--- config.mk ---
export PLATFORM = sky130hd
export DESIGN_NAME = dqsw_train_ctrl
export DESIGN_NICKNAME = d
export VERILOG_FILES = /design/src/rtl/dqsw_train_ctrl.sv
export SDC_FILE = /design/constraint.sdc
export NUM_CORES = 1
export LEC_CHECK = 0
export BUFFER_PORTS_ARGS = -buffer_cell sky130_fd_sc_hd__buf_2
export CAP_MARGIN = 20
export CORE_AREA = 2 2 69 71
export CTS_BUF_LIST = sky130_fd_sc_hd__clkbuf_4
export CTS_CLUSTER_SIZE = 25
export DETAILED_ROUTE_END_ITERATION = 16
export DIE_AREA = 0 0 71 73
export PLACE_DENSITY = 0.69
export SLEW_MARGIN = 5
export SYNTH_ARGS = -nofsm -noshare
export SYNTH_HDL_FRONTEND = slang
export SYNTH_SLANG_ARGS = --single-unit
--- constraint.sdc ---
create_clock -name i_fab_clk -period 1.5 [get_ports i_fab_clk]
set_input_delay 0.075 -clock i_fab_clk [delete_from_list [all_inputs] [get_ports i_fab_clk]]
set_output_delay 0.075 -clock i_fab_clk [all_outputs]
set_load 0.1 [all_outputs]
--- src/rtl/dqsw_train_ctrl.sv ---
// DQSW delay-line training: per lane, sweep taps upward until LATE goes 0->1 and record that tap.
// Build option DQSW_TRAIN_MAJORITY_EN: each tap decision is a 2-of-3 vote over three cleared LATE samples.

module dqsw_lane #(
   parameter int TAP_W = 7
) (
   input  logic             i_clk,
   input  logic             i_rst_n,
   input  logic             i_sel,
   input  logic             i_busy,
   input  logic             i_load,
   input  logic             i_move,
   input  logic             i_clear,
   input  logic             i_init,
   input  logic             i_set_res,
   input  logic             i_set_fail,
   input  logic [TAP_W-1:0] i_tap,
   output logic             o_load,
   output logic             o_move,
   output logic             o_dir,
   output logic             o_clear,
   output logic             o_fail,
   output logic [TAP_W-1:0] o_tap
);
   logic             r_fail;
   logic [TAP_W-1:0] r_tap;

   assign o_load  = i_sel & i_load;
   assign o_move  = i_sel & i_move;
   assign o_clear = i_sel & i_clear;
   assign o_dir   = i_sel & i_busy;
   assign o_fail  = r_fail;
   assign o_tap   = r_tap;

   always_ff @(posedge i_clk or negedge i_rst_n) begin
      if (!i_rst_n) begin
         r_fail <= 1'b0;
         r_tap  <= '0;
      end else if (i_init) begin
         r_fail <= 1'b0;
         r_tap  <= '0;
      end else if (i_sel && i_set_fail) begin
         r_fail <= 1'b1;
         r_tap  <= '0;
      end else if (i_sel && i_set_res) begin
         r_tap  <= i_tap;
      end
   end
endmodule

module dqsw_train_ctrl #(
   parameter int  NUM_LANES     = 2,
   parameter int  MAX_TAPS      = 128,
   parameter int  SETTLE_CYCLES = 8,
   localparam int TAP_W         = $clog2(MAX_TAPS)
) (
   input  logic                       i_fab_clk,
   input  logic                       i_arst_n,
   input  logic                       i_start,
   input  logic [NUM_LANES-1:0]       i_eye_monitor_early,
   input  logic [NUM_LANES-1:0]       i_eye_monitor_late,
   input  logic [NUM_LANES-1:0]       i_delay_line_out_of_range,
   output logic [NUM_LANES-1:0]       o_delay_line_load,
   output logic [NUM_LANES-1:0]       o_delay_line_move,
   output logic [NUM_LANES-1:0]       o_delay_line_direction,
   output logic [NUM_LANES-1:0]       o_eye_monitor_clear_flags,
   output logic                       o_busy,
   output logic                       o_done,
   output logic [NUM_LANES-1:0]       o_lane_fail,
   output logic [NUM_LANES*TAP_W-1:0] o_tap_result
);
   localparam int LANE_W = (NUM_LANES > 1) ? $clog2(NUM_LANES) : 1;

   typedef enum logic [2:0] {
      S_IDLE, S_LOAD, S_SETTLE, S_CLEAR, S_SAMPLE, S_MOVE, S_NEXT_LANE, S_FINISH
   } state_t;

   state_t            r_state, w_next;
   logic [LANE_W-1:0] r_lane;
   logic [TAP_W-1:0]  r_tap;
   logic [7:0]        r_cnt;
   logic              r_seen_zero;
   logic w_init, w_load, w_clear, w_move, w_set_res, w_set_fail;
   logic w_smp_vld, w_smp, w_resample, w_busy, w_last, w_late, w_oor;
   logic w_unused;

   // EARLY is not part of the edge search; it is kept on the port for the IOD hookup.
   assign w_unused = ^i_eye_monitor_early;
   assign w_late   = i_eye_monitor_late[r_lane];
   assign w_oor    = i_delay_line_out_of_range[r_lane];
   assign w_last   = (r_lane == LANE_W'(NUM_LANES - 1));
   assign w_busy   = (r_state != S_IDLE) && (r_state != S_FINISH);
   assign o_busy   = w_busy;
   assign o_done   = (r_state == S_FINISH);

`ifdef DQSW_TRAIN_MAJORITY_EN
   logic [1:0] r_nsmp;
   logic [1:0] r_votes;
   logic       w_vote_tick;

   // Each vote is taken on the third SAMPLE cycle, i.e. after two idle cycles behind its CLEAR.
   assign w_vote_tick = (r_state == S_SAMPLE) && (r_cnt == 8'd2);
   assign w_smp_vld   = w_vote_tick && (r_nsmp == 2'd2);
   assign w_resample  = w_vote_tick && (r_nsmp != 2'd2);
   assign w_smp       = (r_votes[0] & r_votes[1]) | (r_votes[0] & w_late) | (r_votes[1] & w_late);

   always_ff @(posedge i_fab_clk or negedge i_arst_n) begin
      if (!i_arst_n) begin
         r_nsmp  <= '0;
         r_votes <= '0;
      end else if (w_init || w_load) begin
         r_nsmp  <= '0;
      end else if (w_resample) begin
         r_votes[r_nsmp[0]] <= w_late;
         r_nsmp             <= r_nsmp + 2'd1;
      end else if (w_smp_vld) begin
         r_nsmp  <= '0;
      end
   end
`else
   assign w_smp_vld  = (r_state == S_SAMPLE);
   assign w_resample = 1'b0;
   assign w_smp      = w_late;
`endif

   always_comb begin
      w_next     = r_state;
      w_init     = 1'b0;
      w_load     = 1'b0;
      w_clear    = 1'b0;
      w_move     = 1'b0;
      w_set_res  = 1'b0;
      w_set_fail = 1'b0;
      unique case (r_state)
         S_IDLE:   if (i_start) begin w_init = 1'b1; w_next = S_LOAD; end
         S_LOAD:   begin w_load = 1'b1; w_next = S_SETTLE; end
         S_SETTLE: if (r_cnt == 8'(SETTLE_CYCLES - 1)) w_next = S_CLEAR;
         S_CLEAR:  begin w_clear = 1'b1; w_next = S_SAMPLE; end
         S_SAMPLE: begin
            // LATE seen after a 0 is the edge; LATE before any 0 is an initial late region to skip.
            if (w_smp_vld) begin
               if (w_smp && r_seen_zero) begin
                  w_set_res = 1'b1;
                  w_next    = S_NEXT_LANE;
               end else begin
                  w_next    = S_MOVE;
               end
            end else if (w_resample) begin
               w_next = S_CLEAR;
            end
         end
         S_MOVE: begin
            if ((r_tap == TAP_W'(MAX_TAPS - 1)) || w_oor) begin
               w_set_fail = 1'b1;
               w_next     = S_NEXT_LANE;
            end else begin
               w_move = 1'b1;
               w_next = S_SETTLE;
            end
         end
         S_NEXT_LANE: w_next = w_last ? S_FINISH : S_LOAD;
         S_FINISH:    w_next = S_IDLE;
         default:     w_next = S_IDLE;
      endcase
   end

   always_ff @(posedge i_fab_clk or negedge i_arst_n) begin
      if (!i_arst_n) begin
         r_state     <= S_IDLE;
         r_lane      <= '0;
         r_tap       <= '0;
         r_cnt       <= '0;
         r_seen_zero <= 1'b0;
      end else begin
         r_state <= w_next;
         r_cnt   <= ((w_next != r_state) || (r_state == S_IDLE)) ? 8'd0 : r_cnt + 8'd1;
         if (w_init)
            r_lane <= '0;
         else if ((r_state == S_NEXT_LANE) && !w_last)
            r_lane <= r_lane + 1'b1;
         if (w_init || w_load)
            r_tap <= '0;
         else if (w_move)
            r_tap <= r_tap + 1'b1;
         if (w_init || w_load)
            r_seen_zero <= 1'b0;
         else if (w_smp_vld && !w_smp)
            r_seen_zero <= 1'b1;
      end
   end

   logic [NUM_LANES-1:0][TAP_W-1:0] w_tap_res;

   for (genvar gi = 0; gi < NUM_LANES; gi++) begin : g_lane
      dqsw_lane #(.TAP_W(TAP_W)) u_lane (
         .i_clk      (i_fab_clk),
         .i_rst_n    (i_arst_n),
         .i_sel      (r_lane == LANE_W'(gi)),
         .i_busy     (w_busy),
         .i_load     (w_load),
         .i_move     (w_move),
         .i_clear    (w_clear),
         .i_init     (w_init),
         .i_set_res  (w_set_res),
         .i_set_fail (w_set_fail),
         .i_tap      (r_tap),
         .o_load     (o_delay_line_load[gi]),
         .o_move     (o_delay_line_move[gi]),
         .o_dir      (o_delay_line_direction[gi]),
         .o_clear    (o_eye_monitor_clear_flags[gi]),
         .o_fail     (o_lane_fail[gi]),
         .o_tap      (w_tap_res[gi])
      );
   end

   assign o_tap_result = w_tap_res;
endmodule

[Word-level counts from Yosys, hierarchy flattened]
Cells that the tools add are included.
Operators by class
  $mul: 0
  order comparisons: 1
  multiplexer cells: 37
  bitwise gates (word level): 9
  reductions and logical operators: 22
  $add $sub $neg: 3
  equal/unequal tests: 11
  shift-type cells: 0
  div/mod/pow operators: 0
Operator list (number)
  $mux 7: 8
  $pmux 3 s8: 1
  $mux 1: 22
  $eq 3x3->1 const B: 4
  $mux 3: 4
  $reduce_bool 2->1: 5
  $reduce_bool 3->1: 3
  $add 8x1->8 const B: 1
  $and 1x1->1: 8
  $eq 8x3->1 const B: 1
  $logic_and 1x1->1: 8
  $mux 8: 1
  $add 7x1->7 const B: 1
  $eq 7x7->1 const B: 1
  $eq 3x2->1 const B: 2
  $eq 3x1->1 const B: 1
  $logic_not 3->1: 1
  $logic_or 1x1->1: 3
  $ne 3x3->1: 1
  $ne 3x3->1 const B: 1
  $logic_not 1->1: 2
  $lt 1x2->1 const B: 1
  $mux 2: 1
  $add 1x1->1 const B: 1
  $not 1->1: 1
Storage, ports and cells
  bits in read-only memories: 0
  bits in registers: 36
  bits in latches: 0
  memories kept: 0
  logic and storage cells: 92
  input bits: 9
  memory bits (writable): 0

[Logic depth before layout (Yosys ltp)]
Gate-level depths: netlist of run 1.
  word-level depth: 9
  depth in mapped cells: 6
  gate-level depth less buffers: 5

[Cells and area by module]
From an unflattened synthesis of run 1, not the netlist that was laid out.
Unflattened totals
  cell total of the unflattened synthesis: 212
  area, all modules: 2215.9 um2
Modules (own cells, without submodules)
  dqsw_train_ctrl: cells an instance 118, area each 1162.4 um2, instances 1, seq. area each 500.5 um2
  dqsw_lane: cells an instance 47, area each 526.8 um2, instances 2, seq. area each 200.2 um2

[Worst setup path before layout of run 1]
No wires, ideal clock.
  path kind: reg-to-output
  start point: register r_state[0]
  end point: output port o_busy
  cell stages (with the launch flop): 5
  path slack: -1670 ps
  arrival: 3095 ps
  path buffers: 1
  data required time: 1425 ps
  path through: dfrtp_1 -> buf_2 -> nand2_1 -> nor2_1 -> nor2_1
Between the ends
  word-level cells in the longest chain between the ends: 2
  elaborated cells on any way between the ends: 3
  those cells by class: 1 x eq/ne; 2 x reduce/logical
RTL lines
  from (decl): line 78  | state_t r_state, w_next;
  from (signal assigned): line 175  | r_state <= w_next;
  $ne 3x3->1 or $reduce_bool 3->1 (tied branches): line 92  | assign w_busy = (r_state != S_IDLE) && (r_state != S_FINISH);
  $logic_and 1x1->1 (*): line 92
  to (decl): line 67  | output logic o_busy,
Every way passes the cells marked *; elsewhere a longest branch is shown, timed or not.

[Final worst setup path of run 1]
  start point: register r_lane
  end point: output port o_delay_line_move[1]
Between the ends
  word-level cells in the longest chain between the ends: 6
RTL lines
  from (decl): line 79  | logic [LANE_W-1:0] r_lane;
  from (signal assigned): line 180  | r_lane <= r_lane + 1'b1;
  $mux 1 (not written as such) (2 in series): line 90  | assign w_oor = i_delay_line_out_of_range[r_lane];
  $logic_or 1x1->1: line 153  | if ((r_tap == TAP_W'(MAX_TAPS - 1)) || w_oor) begin
  $mux 1: line 153
  $mux 1: line 134  | unique case (r_state)
  $and 1x1->1 (*): line 29  | assign o_move = i_sel & i_move;
  to (decl): line 64  | output logic [NUM_LANES-1:0] o_delay_line_move,
Every way passes the cells marked *; elsewhere a longest branch is shown, timed or not. The select of a mux whose other input is x is not followed.

==> results.md, run 1 <==
* Status: finished with violations
* Violated checks: negative setup slack
* GPL Wtd Cong at 0.8594
* Multiplexer share of the synthesized area at 8.265%
* Largest net degree at the start of global routing at 24
* Die Y at 73 microns
* Crit end category: primary output
* WL final at approximately 5000 microns
* GR Overflow Total at 0
* Residual DRC at 0
* Register clock-pin slew on the reported worst setup and hold paths at 0.11 ns
* Number of global-route vias before repair at 1520
* Worst setup margin at -0.2056 ns
* Reg-to-Reg End: r_tap[5]$_DFFE_PN0P_
* Sequential fraction of the synthesis area at a little under half
* Num rows at 25
* Final layout net count at 277
* Clk buf depth at 2
* Crit share post-route at 113.7%
* Clock network fraction of total power at 10.0%
* Die area at between 0.005 and 0.006 sq mm
* Routed Antenna Nets at 0
* Inst Count DP at 292
* Max_cap viols at 0
* Leak at around 1.4 nW
* Most used DFF post-synth: dfrtp_1
* Finished Layout Cells at 321
* F_max at 586.3 MHz
* Maximum fanout along the worst path at 4
* Setup TNS at -2.999 ns
* Switch Pwr at between 2 and 3 mW
* Worst Setup Start Kind: register
* Reg2Reg Depth at 6
* Synth top area cells: dfrtp_1 45%, mux2i_1 7.6%, nor2_1 6.2%
* Mean cell area of the mapped netlist at just over 10 sq um
* PortBufs at 32
* Vias per cell at 5.327
* Via count at 1710
* Slew HR at 66.72%
* EDFF count, synth at 0
* Hold slack at 0.08740 ns
* Area growth syn-to-layout at 47.95%
* Netlist cell types at between 40 and 50
* Top cells by count, synth: 36 x dfrtp_1, 33 x nor2_1, 15 x mux2i_1
* Logic pwr share at 65.8%
* Core Footprint at between 0.004 and 0.005 sq mm
* Gr usage total at a little under a fifth
* CTS tree: done
* Ys async rst share at 100.0%
* Share of Yosys cell area claimed by the top area cell type at 45.43%
* Die width at approximately 71 microns
* Initial antenna violation count at 0
* Switching share of power at 48.68%
* Worst Tran Pin Value at 0.4993 ns
* FF+latch count, synth at 36
* Syn_nets at 206
* Hold Path Depth at 4
* Netlist Area Pre-Place at just under 0.002 sq mm
* Synth Area in XOR/XNOR at 2.650%
* DR pass1 iterations at 4
* Critical path startpoint: r_lane$_DFFE_PN0P_
* VDD IR max at approximately 0.74 mV
* Hold endpoint: r_lane$_DFFE_PN0P_
* Int Power at about 2.7 mW
* Cts bufs inserted at 5
* Clock H-tree levels at 2
* Count of final max-slew check failures at 0
* First-pass GRT wire length at 7424 microns
* Most common cell in the netlist: dfrtp_1
* Syn. warnings at 0
* Starting density of the core at ~44%
* Share of layout cells above drive strength 1 at 50.94%
* Final Hold Vio Count at 0
* WP data arrival at 1.63 ns
* Min Tclk post-route at 1.706 ns
* Yosys top cell by area: dfrtp_1
* Total clock sinks at 36
* Hold path start: i_start
* Synth Area in Compound Gates at between 10% and 20%
* Largest family of logic cells by synthesized area: simple AND/OR/NAND/NOR gates
* Worst hold path class: in2reg
* Post-route design area at 0.002934 sq mm
* Setup slack, reg-to-reg at -0.18 ns
* Crit Path Class: reg2out
* Iteration-0 DRC Markers at 130
* Placed Area at approximately 0.0025 sq mm
* CP Data Required Time at 1.42 ns
* Worst r2r src: r_lane$_DFFE_PN0P_
* Diodes inserted at 0
* RSZ-0062 raised after global routing: yes
* Skew-Pair Late Insertion Delay at 0.36 ns
* Final setup fails at 31
* I/O pins at 35
* Power Density at 1804 mW/mm^2
* Tot Pwr at approximately 5.3 mW
* Adder-cell area share of the yosys netlist at 1.262%
* HPWL Detailed at 3118 microns
* Synthesized instance count at 195
* Simple-gate share of the synthesized area at 21.14%
* DR WL/cell at 15.52 microns
* Setup Skew at 0.007822 ns
* Flop pwr share at 24.3%
* Root buf cell: clkbuf_4
[logic make-up after synthesis]
group	after synthesis
AND/OR/NAND/NOR	80
flip-flops	36
AO/OA/AOI/OAI	32
buffers and inverters	23
multiplexers	16
XOR/XNOR	6
adder cells (fa/ha/maj)	2
[stage by stage]
step           setup WS (ns)  util, %
2_1_floorplan        -0.1109        -
3_3_place_gp         0.05729    54.68
3_5_place_dp        -0.02045    54.68
4_1_cts              -0.1644    60.36
5_1_grt              -0.2499    64.69
6_report             -0.2056    64.69
[area by class of cell]
cell class	instances	area, sq um
fill	333	1602
multi-input combinational	136	1146
sequential	36	905.9
timing repair buffer	81	729.5
tap	54	67.56
clock buffer	5	37.54
inverter	6	28.78
clock inverter	3	18.77
[layout by cell type (no fill, tap or decap), types with 4 or more instances in the layout]
master     n
inv_1      4
nor2_1    24
dfrtp_2    4
and3_1     4
buf_2     22
nand3_1    9
clkbuf_4   5
xor2_1     5
dfrtp_1   32
nor2_4     6
buf_4     35
buf_6     13
nand2_1    6
buf_12    10
mux2i_1   14
[worst max-delay path, cell delays in order, from the launching register on]
cell,delay (ns)
dfrtp_2,0.45
mux2i_4,0.32
o211ai_4,0.15
nor2_2,0.16
buf_12,0.19
[sequential cells by signal (all words and copies together) (netlist names)]
register	flops
r_seen_zero	1
r_tap	7
r_cnt	8
r_lane	1
r_state	3
g_lane.u_lane.o_fail	2
g_lane.u_lane.o_tap	14
[power groups by stage]
stage	clock [mW]	sequential [mW]	combinational [mW]
3_5_place_dp	0	1.26	2.65
6_report	0.527	1.28	3.48
4_1_cts	0.548	1.25	3.11
2_1_floorplan	0	1.29	1.93
5_1_grt	0.585	1.30	3.66
3_3_place_gp	0	1.25	2.63
[timing repair]
item | in CTS | in global routing
pin swaps | 17 | 12
hold endpoints to repair | 21 | 0
cloned | 0 | 0
endpoints found under the setup margin | 16 | 41
gates resized for setup | 27 | 30
buffers inserted | 12 | 9
hold buffers | 1 | 0
[per-layer routing]
layer | GRT usage [%] | vias to the layer above | routed length (microns)
li1 | - | 823 | -
met5 | 0 | - | 0
met1 | 25.15 | 837 | 2187
met4 | 7.547 | 0 | 101
met3 | 4.282 | 8 | 201
met2 | 29.08 | 42 | 2492
[worst max path at each step]
stage	slack, ns	to	cells past startpoint
floorplan	-0.11	o_delay_line_direction[0]	5
global placement	0.06	r_cnt[6]$_DFF_PN0_	5
detailed placement	-0.02	r_cnt[7]$_DFF_PN0_	5
CTS	-0.16	o_delay_line_move[1]	4
global route	-0.25	o_delay_line_load[1]	5
finish	-0.21	o_delay_line_move[1]	4
No activity file was read; power rests on OpenSTA's default activity.
==> run 2: changes to the inputs <==
--- a/config.mk
+++ b/config.mk
@@ -7,13 +7,15 @@
 export LEC_CHECK = 0
 export BUFFER_PORTS_ARGS = -buffer_cell sky130_fd_sc_hd__buf_2
 export CAP_MARGIN = 20
-export CORE_AREA = 2 2 69 71
+export CORE_AREA = 2 2 73 75
 export CTS_BUF_LIST = sky130_fd_sc_hd__clkbuf_4
 export CTS_CLUSTER_SIZE = 25
 export DETAILED_ROUTE_END_ITERATION = 16
-export DIE_AREA = 0 0 71 73
-export PLACE_DENSITY = 0.69
+export DIE_AREA = 0 0 75 77
+export PLACE_DENSITY = 0.68
+export SETUP_SLACK_MARGIN = 0.15
 export SLEW_MARGIN = 5
 export SYNTH_ARGS = -nofsm -noshare
 export SYNTH_HDL_FRONTEND = slang
+export SYNTH_HIERARCHICAL = 1
 export SYNTH_SLANG_ARGS = --single-unit
==> run 2 against run 1 <==
  * The run still ends with negative setup slack left
  * Non-clock buffer count increased by 6
  * Core utilization increased by 4.9 points
  * Synthesized cell count increased by 8.7%
  * Critical endpoint is now o_delay_line_load[0]
  * Highest routed layer unchanged
==> results.md, run 2 <==
* Status: finished with violations
* Violated checks: negative setup slack
* Ys async rst share at 100.0%
* Largest family of logic cells by synthesized area: simple AND/OR/NAND/NOR gates
* Routed Antenna Nets at 0
* Largest net degree at the start of global routing at 29
* Sequential fraction of the synthesis area at 40.65%
* Worst Setup Start Kind: register
* Setup Skew at 0.01760 ns
* DR pass1 iterations at 4
* VDD IR max at 1.289 mV
* Root buf cell: clkbuf_4
* FF+latch count, synth at 36
* Number of global-route vias before repair at 1919
* Die width at roughly 75 microns
* Post-route design area at 0.003463 sq mm
* Synth Area in Compound Gates at about a quarter
* Worst setup margin at -0.2728 ns
* PortBufs at 32
* Min Tclk post-route at around 1.8 ns
* Num rows at 26
* Area growth syn-to-layout at 56.30%
* RSZ-0062 raised after global routing: yes
* Die Y at 77 microns
* Setup TNS at -5.600 ns
* Worst r2r src: r_lane$_DFFE_PN0P_
* Iteration-0 DRC Markers at between 100 and 150
* CP Data Required Time at around 1.4 ns
* Residual DRC at 0
* I/O pins at 35
* WP data arrival at between 1.5 and 2 ns
* Leak at 1.490 nW
* Fin util at 69.58%
* Clock H-tree levels at 2
* Final setup fails at 40
* Skew-Pair Late Insertion Delay at 0.36 ns
* Via count at a little under 2000
* Multiplexer share of the synthesized area at 1.920%
* EDFF count, synth at 0
* Max_cap viols at 0
* Synthesized instance count at 212
* Gr usage total at 21.83%
* Syn. warnings at 6
* Power Density at ~1600 mW/mm^2
* Final layout net count at 304
* Synth top area cells: dfrtp_1 41%, a221oi_2 9.5%, a21bo_1 6.3%
* Finished Layout Cells at 363
* First-pass GRT wire length at approximately 10000 microns
* Worst Tran Pin Value at between 0.4 and 0.5 ns
* Slew HR at 67.61%
* Clk buf depth at 2
* Cts bufs inserted at 5
* CTS tree: done
* F_max at 564.1 MHz
* Crit Path Class: reg2out
* Reg-to-Reg End: g_lane[1].u_lane/o_tap[4]$_DFFE_PN0P_
* Netlist Area Pre-Place at 0.002216 sq mm
* Vias per cell at 5.441
* Yosys top cell by area: dfrtp_1
* Worst slack at placement at -0.09931 ns
* Mean cell area of the mapped netlist at 10.45 sq um
* Placed Area at between 0.002 and 0.003 sq mm
* Most used DFF post-synth: dfrtp_1
* Commonest non-fill, non-tap cell in the layout: dfrtp_1
* Crit share post-route at 118.2%
* Reg2Reg Depth at 7
* HPWL Detailed at around 3500 microns
* Die area at roughly 0.0058 sq mm
* Most common cell in the netlist: dfrtp_1
* Commonest non-fill, non-tap cells in the layout: 33 x dfrtp_1, 23 x buf_4, 20 x buf_6, 20 x buf_2, 15 x buf_12
* Final Hold Vio Count at 0
* Count of final max-slew check failures at 0
* Synth Area in XOR/XNOR at under 10%
* Inst Count DP at 325
* Starting density of the core at 44.52%
* Max reg flops at 14
* Register clock-pin slew on the reported worst setup and hold paths at about 0.12 ns
* Total clock sinks at 36
* Diodes inserted at 0
* Top cells by count, synth: 36 x dfrtp_1, 21 x nand3_1, 16 x nor2_1
* Crit end category: primary output
* GR Overflow Total at 0
* Simple-gate share of the synthesized area at 24.73%
* DR WL/cell at 17.52 microns
* Adder-cell area share of the yosys netlist at between 1 and 1.5%
* Share of Yosys cell area claimed by the top area cell type at 40.65%
* Netlist cell types at 43
* Syn_nets at 223
* Initial antenna violation count at 0
* GPL Wtd Cong at 0.8015
* Setup slack, reg-to-reg at -0.21 ns
* Core Footprint at 0.004977 sq mm
* Share of layout cells above drive strength 1 at 58.36%
* WL final at 6360 microns
* Maximum fanout along the worst path at 7
* Worst hold path class: in2async
[run 2: worst max-delay path by stage]
stage | start | endpoint | cells past startpoint
2_1_floorplan | r_state[0]$_DFF_PN0_ | o_delay_line_direction[0] | 4
3_3_place_gp | r_state[0]$_DFF_PN0_ | r_tap[3]$_DFFE_PN0P_ | 5
3_5_place_dp | r_lane$_DFFE_PN0P_ | g_lane[0].u_lane/o_tap[4]$_DFFE_PN0P_ | 5
4_1_cts | r_state[0]$_DFF_PN0_ | o_delay_line_move[1] | 6
5_1_grt | r_lane$_DFFE_PN0P_ | g_lane[1].u_lane/o_tap[4]$_DFFE_PN0P_ | 7
6_report | r_state[2]$_DFF_PN0_ | o_delay_line_load[0] | 4
[run 2: metrics by stage]
step	hold slack, ns	total power [mW]
after floorplan	-0.2206	3.036
after global placement	0.05102	3.795
after global routing	0.2234	5.644
after CTS	0.1961	4.859
after detailed placement	0.06007	3.819
final	0.1807	5.392
[run 2: layer usage]
layer / vias up / wire (microns) / share of wire, % / GRT usage, %
li1: 931 / - / - / -
met1: 976 / 2835 / 45 / 29.14
met5: - / 0 / 0 / 0
met2: 57 / 3140 / 49 / 35.35
met3: 11 / 278 / 4.4 / 4.599
met4: 0 / 106 / 1.7 / 5.893
[run 2: kinds of logic after synthesis]
group / Yosys count
muxes: 3
AOI/OAI and AO/OA: 52
adders and majority gates: 2
DFF: 36
buffers and inverters: 20
xor gates and xnor gates: 6
and+or+nand+nor: 93
[run 2: final cells by class]
type / count / area [sq um]
Multi-Input combinational cell: 158 / 1476
Inverter: 5 / 23.77
Tap cell: 70 / 87.58
Timing Repair Buffer: 87 / 925.9
Clock buffer: 5 / 37.54
Sequential cell: 36 / 904.6
Fill cell: 342 / 1514
Clock inverter: 2 / 7.507
[run 2: what timing repair did]
item	in CTS	in global routing
hold buffers	1	0
buffers inserted	15	10
pin swaps	36	32
resized for setup	47	44
endpoints found under the setup margin	45	48
hold endpoints to repair	18	0
cloned	5	0
[run 2: report_power, final]
group / leakage (nW) / total (mW) / internal, mW / switching, mW
combinational: 0.972 / 3.69 / 1.66 / 2.02
sequential: 0.492 / 1.21 / 1.09 / 0.118
clock: 0.0261 / 0.502 / 0.164 / 0.338
[run 2: critical path, cell delays in order, from the launching register on]
cell and delay [ns]:
dfrtp_1 0.46, buf_12 0.18, nor3b_4 0.31, and2_4 0.22, buf_12 0.17
==> run 3: changes to the inputs <==
==> config.mk (replaced) <==
export PLATFORM = sky130hd
export DESIGN_NAME = dqsw_train_ctrl
export DESIGN_NICKNAME = d
export VERILOG_FILES = /design/src/rtl/dqsw_train_ctrl.sv
export SDC_FILE = /design/constraint.sdc
export NUM_CORES = 1
export LEC_CHECK = 0
export ABC_AREA = 1
export BUFFER_PORTS_ARGS = -buffer_cell sky130_fd_sc_hd__buf_2
export CAP_MARGIN = 20
export CORE_AREA = 2 2 97 52
export CTS_BUF_LIST = sky130_fd_sc_hd__clkbuf_4
export CTS_CLUSTER_SIZE = 25
export DETAILED_ROUTE_END_ITERATION = 16
export DIE_AREA = 0 0 99 54
export PLACE_DENSITY = 0.69
export SETUP_SLACK_MARGIN = 0.15
export SLEW_MARGIN = 5
export SYNTH_ARGS = -nofsm -noshare
export SYNTH_HDL_FRONTEND = slang
export SYNTH_SLANG_ARGS = --single-unit
==> run 3 against run 2 <==
  * Hold slack got worse by 0.085 ns
  * Flip-flop and latch count did not move
  * Largest power group unchanged
  * Via count fell by 1.5%
  * Non-clock buffer count fell by 3
  * Synthesized cell count rose by 13%
  * The run still ends with negative setup slack left
  * Die area fell by 7.4%
  * Global-route usage rose by 0.75 points
==> results.md, run 3 <==
* Finished Layout Cells at 375
* Commonest non-fill, non-tap cells in the layout: 39 x nand2_1, 34 x dfrtp_1, 33 x buf_4
* F_max at between 500 and 600 MHz
* Clock H-tree levels at 2
* Mean cell area of the mapped netlist at between 8 and 9 sq um
* Hold slack at 0.09620 ns
* PortBufs at 32
* CP Data Required Time at 1.42 ns
* Max_cap viols at 0
* VDD IR max at ~1.0 mV
* Starting density of the core at 43.44%
* Register clock-pin slew on the reported worst setup and hold paths at 0.12 ns
* Worst setup margin at -0.1953 ns
* Bufs and invs on worst path at 2
* Power Density at about 1700 mW/mm^2
* Netlist Area Pre-Place at 0.002006 sq mm
* Largest net degree at the start of global routing at 37
* WP data arrival at 1.62 ns
* Crit end category: primary output
* CP cell instances: inv_2, nand2_4, nor2_4, nand3_4, nor2_4, buf_12
* Commonest non-fill, non-tap cell in the layout: nand2_1
* Share of Yosys cell area claimed by the top area cell type at 44.92%
* Worst Tran Pin Value at 0.4876 ns
* Iteration-0 DRC Markers at 100
* Gr usage total at 22.58%
* Cell repeated most along the worst path: nor2_4
* DR pass1 iterations at 4
* Delay-heaviest family, CP: simple AND/OR/NAND/NOR gates
* Min Tclk post-route at 1.695 ns
* Worst hold path class: in2reg
* Delay of the slowest critical-path stage at around 0.44 ns
* Core Footprint at 0.004617 sq mm
* Sequential fraction of the synthesis area at 44.92%
* DR WL/cell at 15.72 microns
* Max reg flops at 14
* Worst Setup Start Kind: register
* GPL Wtd Cong at 0.8892
* Die area at 0.005346 sq mm
* FF+latch count, synth at 36
* Clk buf depth at 2
* Share of layout cells above drive strength 1 at 54.29%
* Critical-path top delay cell: dfrtp_1
* Top cells by count, synth: 49 x nand2_1, 36 x dfrtp_1, 22 x nor2_1
* Residual DRC at 0
* EDFF count, synth at 0
* Yosys top cell by area: dfrtp_1
* Tot Pwr at ~5.4 mW
* Number of global-route vias before repair at 1794
* Total clock sinks at 36
* Reg2Reg Depth at 7
* Crit share post-route at 113.0%
* Slew HR at 67.71%
* Routed Antenna Nets at 0
* Syn. warnings at 0
* I/O pins at 35
* Status: finished with violations
* Most common cell in the netlist: nand2_1
* Maximum fanout along the worst path at 5
* Synthesized instance count at between 200 and 250
* WL final at roughly 5900 microns
* Final layout net count at between 300 and 400
* Setup Skew at 0.005687 ns
* Count of final max-slew check failures at 0
* Die Y at 54 microns
* Vias per cell at 5.189
* Synth top area cells: dfrtp_1 45%, nand2_1 9.2%, a21oi_1 4.7%
* Ys async rst share at 100.0%
* Crit Path Class: reg2out
* Hold Path Depth at 4
* Num rows at 18
* Total stage count of the critical path at 6
* Netlist cell types at 30
* Syn_nets at 251
* Diodes inserted at 0
* HPWL Detailed at 3599 microns
* First-pass GRT wire length at 9018 microns
* Die width at around 99 microns
* GR Overflow Total at 0
* Area growth syn-to-layout at 54.71%
* Initial antenna violation count at 0
* Leak at around 1.4 nW
* Final Hold Vio Count at 0
* Via count at 1946
* Final setup fails at 39
* CTS tree: done
* Skew-Pair Late Insertion Delay at 0.36 ns
* Cts bufs inserted at 5
* Inst Count DP at around 330
* Root buf cell: clkbuf_4
* Most used DFF post-synth: dfrtp_1
* RSZ-0062 raised after global routing: yes
* Violated checks: negative setup slack
## run 3: layout make-up
| class | instances | area (sq um) |
|---|---|---|
| clock buffer | 5 | 37.54 |
| clock inverter | 3 | 42.54 |
| fill | 354 | 1514 |
| inverter | 27 | 118.9 |
| multi-input combinational | 160 | 1155 |
| sequential | 36 | 903.4 |
| tap | 60 | 75.07 |
| timing repair buffer | 84 | 770.7 |
## run 3: stage by stage
| step | setup WS, ns | instance area (sq um) | setup TNS (ns) | util [%] |
|---|---|---|---|---|
| CTS | -0.2123 | 2960 | -1.323 | 64.12 |
| global placement | 0.02903 | 2424 | 0 | 52.49 |
| finish | -0.1953 | 3103 | -3.548 | 67.21 |
| floorplan | -0.2504 | 2049 | -0.4886 | - |
| global route | -0.2646 | 3103 | -6.094 | 67.21 |
| detailed placement | -0.04670 | 2424 | -0.1364 | 52.49 |
## run 3: worst paths after layout
kind / end / slack (ns) / from
worst min register to register: r_cnt[0]$_DFF_PN0_ / 0.52 / r_cnt[0]$_DFF_PN0_
min in group asynchronous: g_lane[1].u_lane.o_fail$_DFFE_PN0P_ / 0.28 / i_arst_n
worst min-delay path: g_lane[1].u_lane.o_fail$_DFFE_PN0P_ / 0.1 / i_start
worst max-delay path: o_delay_line_move[1] / -0.20 / r_state[1]$_DFF_PN0_
max in group asynchronous: r_state[0]$_DFF_PN0_ / 0.89 / i_arst_n
worst max register to register: g_lane[0].u_lane.o_tap[0]$_DFFE_PN0P_ / -0.13 / r_state[0]$_DFF_PN0_
## run 3: routing by layer
layer  part of all wire, %  vias to the layer above  global-route usage [%]
met5                     0                        -                       0
met4                   3.0                        0                   7.991
met3                   9.3                       19                   7.143
met2                    42                       89                   33.56
met1                    46                      911                   31.26
li1                      -                      927                       -
## run 3: kinds of logic after synthesis
| group | share of synthesized area, % |
|---|---|
| adders and majority gates | 1.247 |
| buffers and inverters | 11.79 |
| and+or+nand+nor | 31.19 |
| xor gates and xnor gates | 3.494 |
| AOI/OAI and AO/OA | 7.361 |
| DFF | 44.92 |
## run 3: worst reg2reg max path, delay by kind of cell, from the launching register on
| family | cells | cell delay [ns] |
|---|---|---|
| flops | 1 | 0.49 |
| compound gates | 1 | 0.14 |
| simple gates | 2 | 0.40 |
| buf+inv | 4 | 0.52 |
## run 3: timing repair
action | 4_1_cts | 5_1_grt
resized for setup | 69 | 23
setup buffers | 24 | 8
hold buffers | 1 | 0
pin swaps | 46 | 19
endpoints found under the setup margin | 40 | 45
endpoints found under the hold margin | 36 | 0
## run 3: where the power goes
part	internal [mW]	switching [mW]	leakage (nW)
clock network	0.347	0.375	0.0412
logic	1.30	2.13	0.909
registers	1.09	0.131	0.495
total	2.74	2.64	1.44
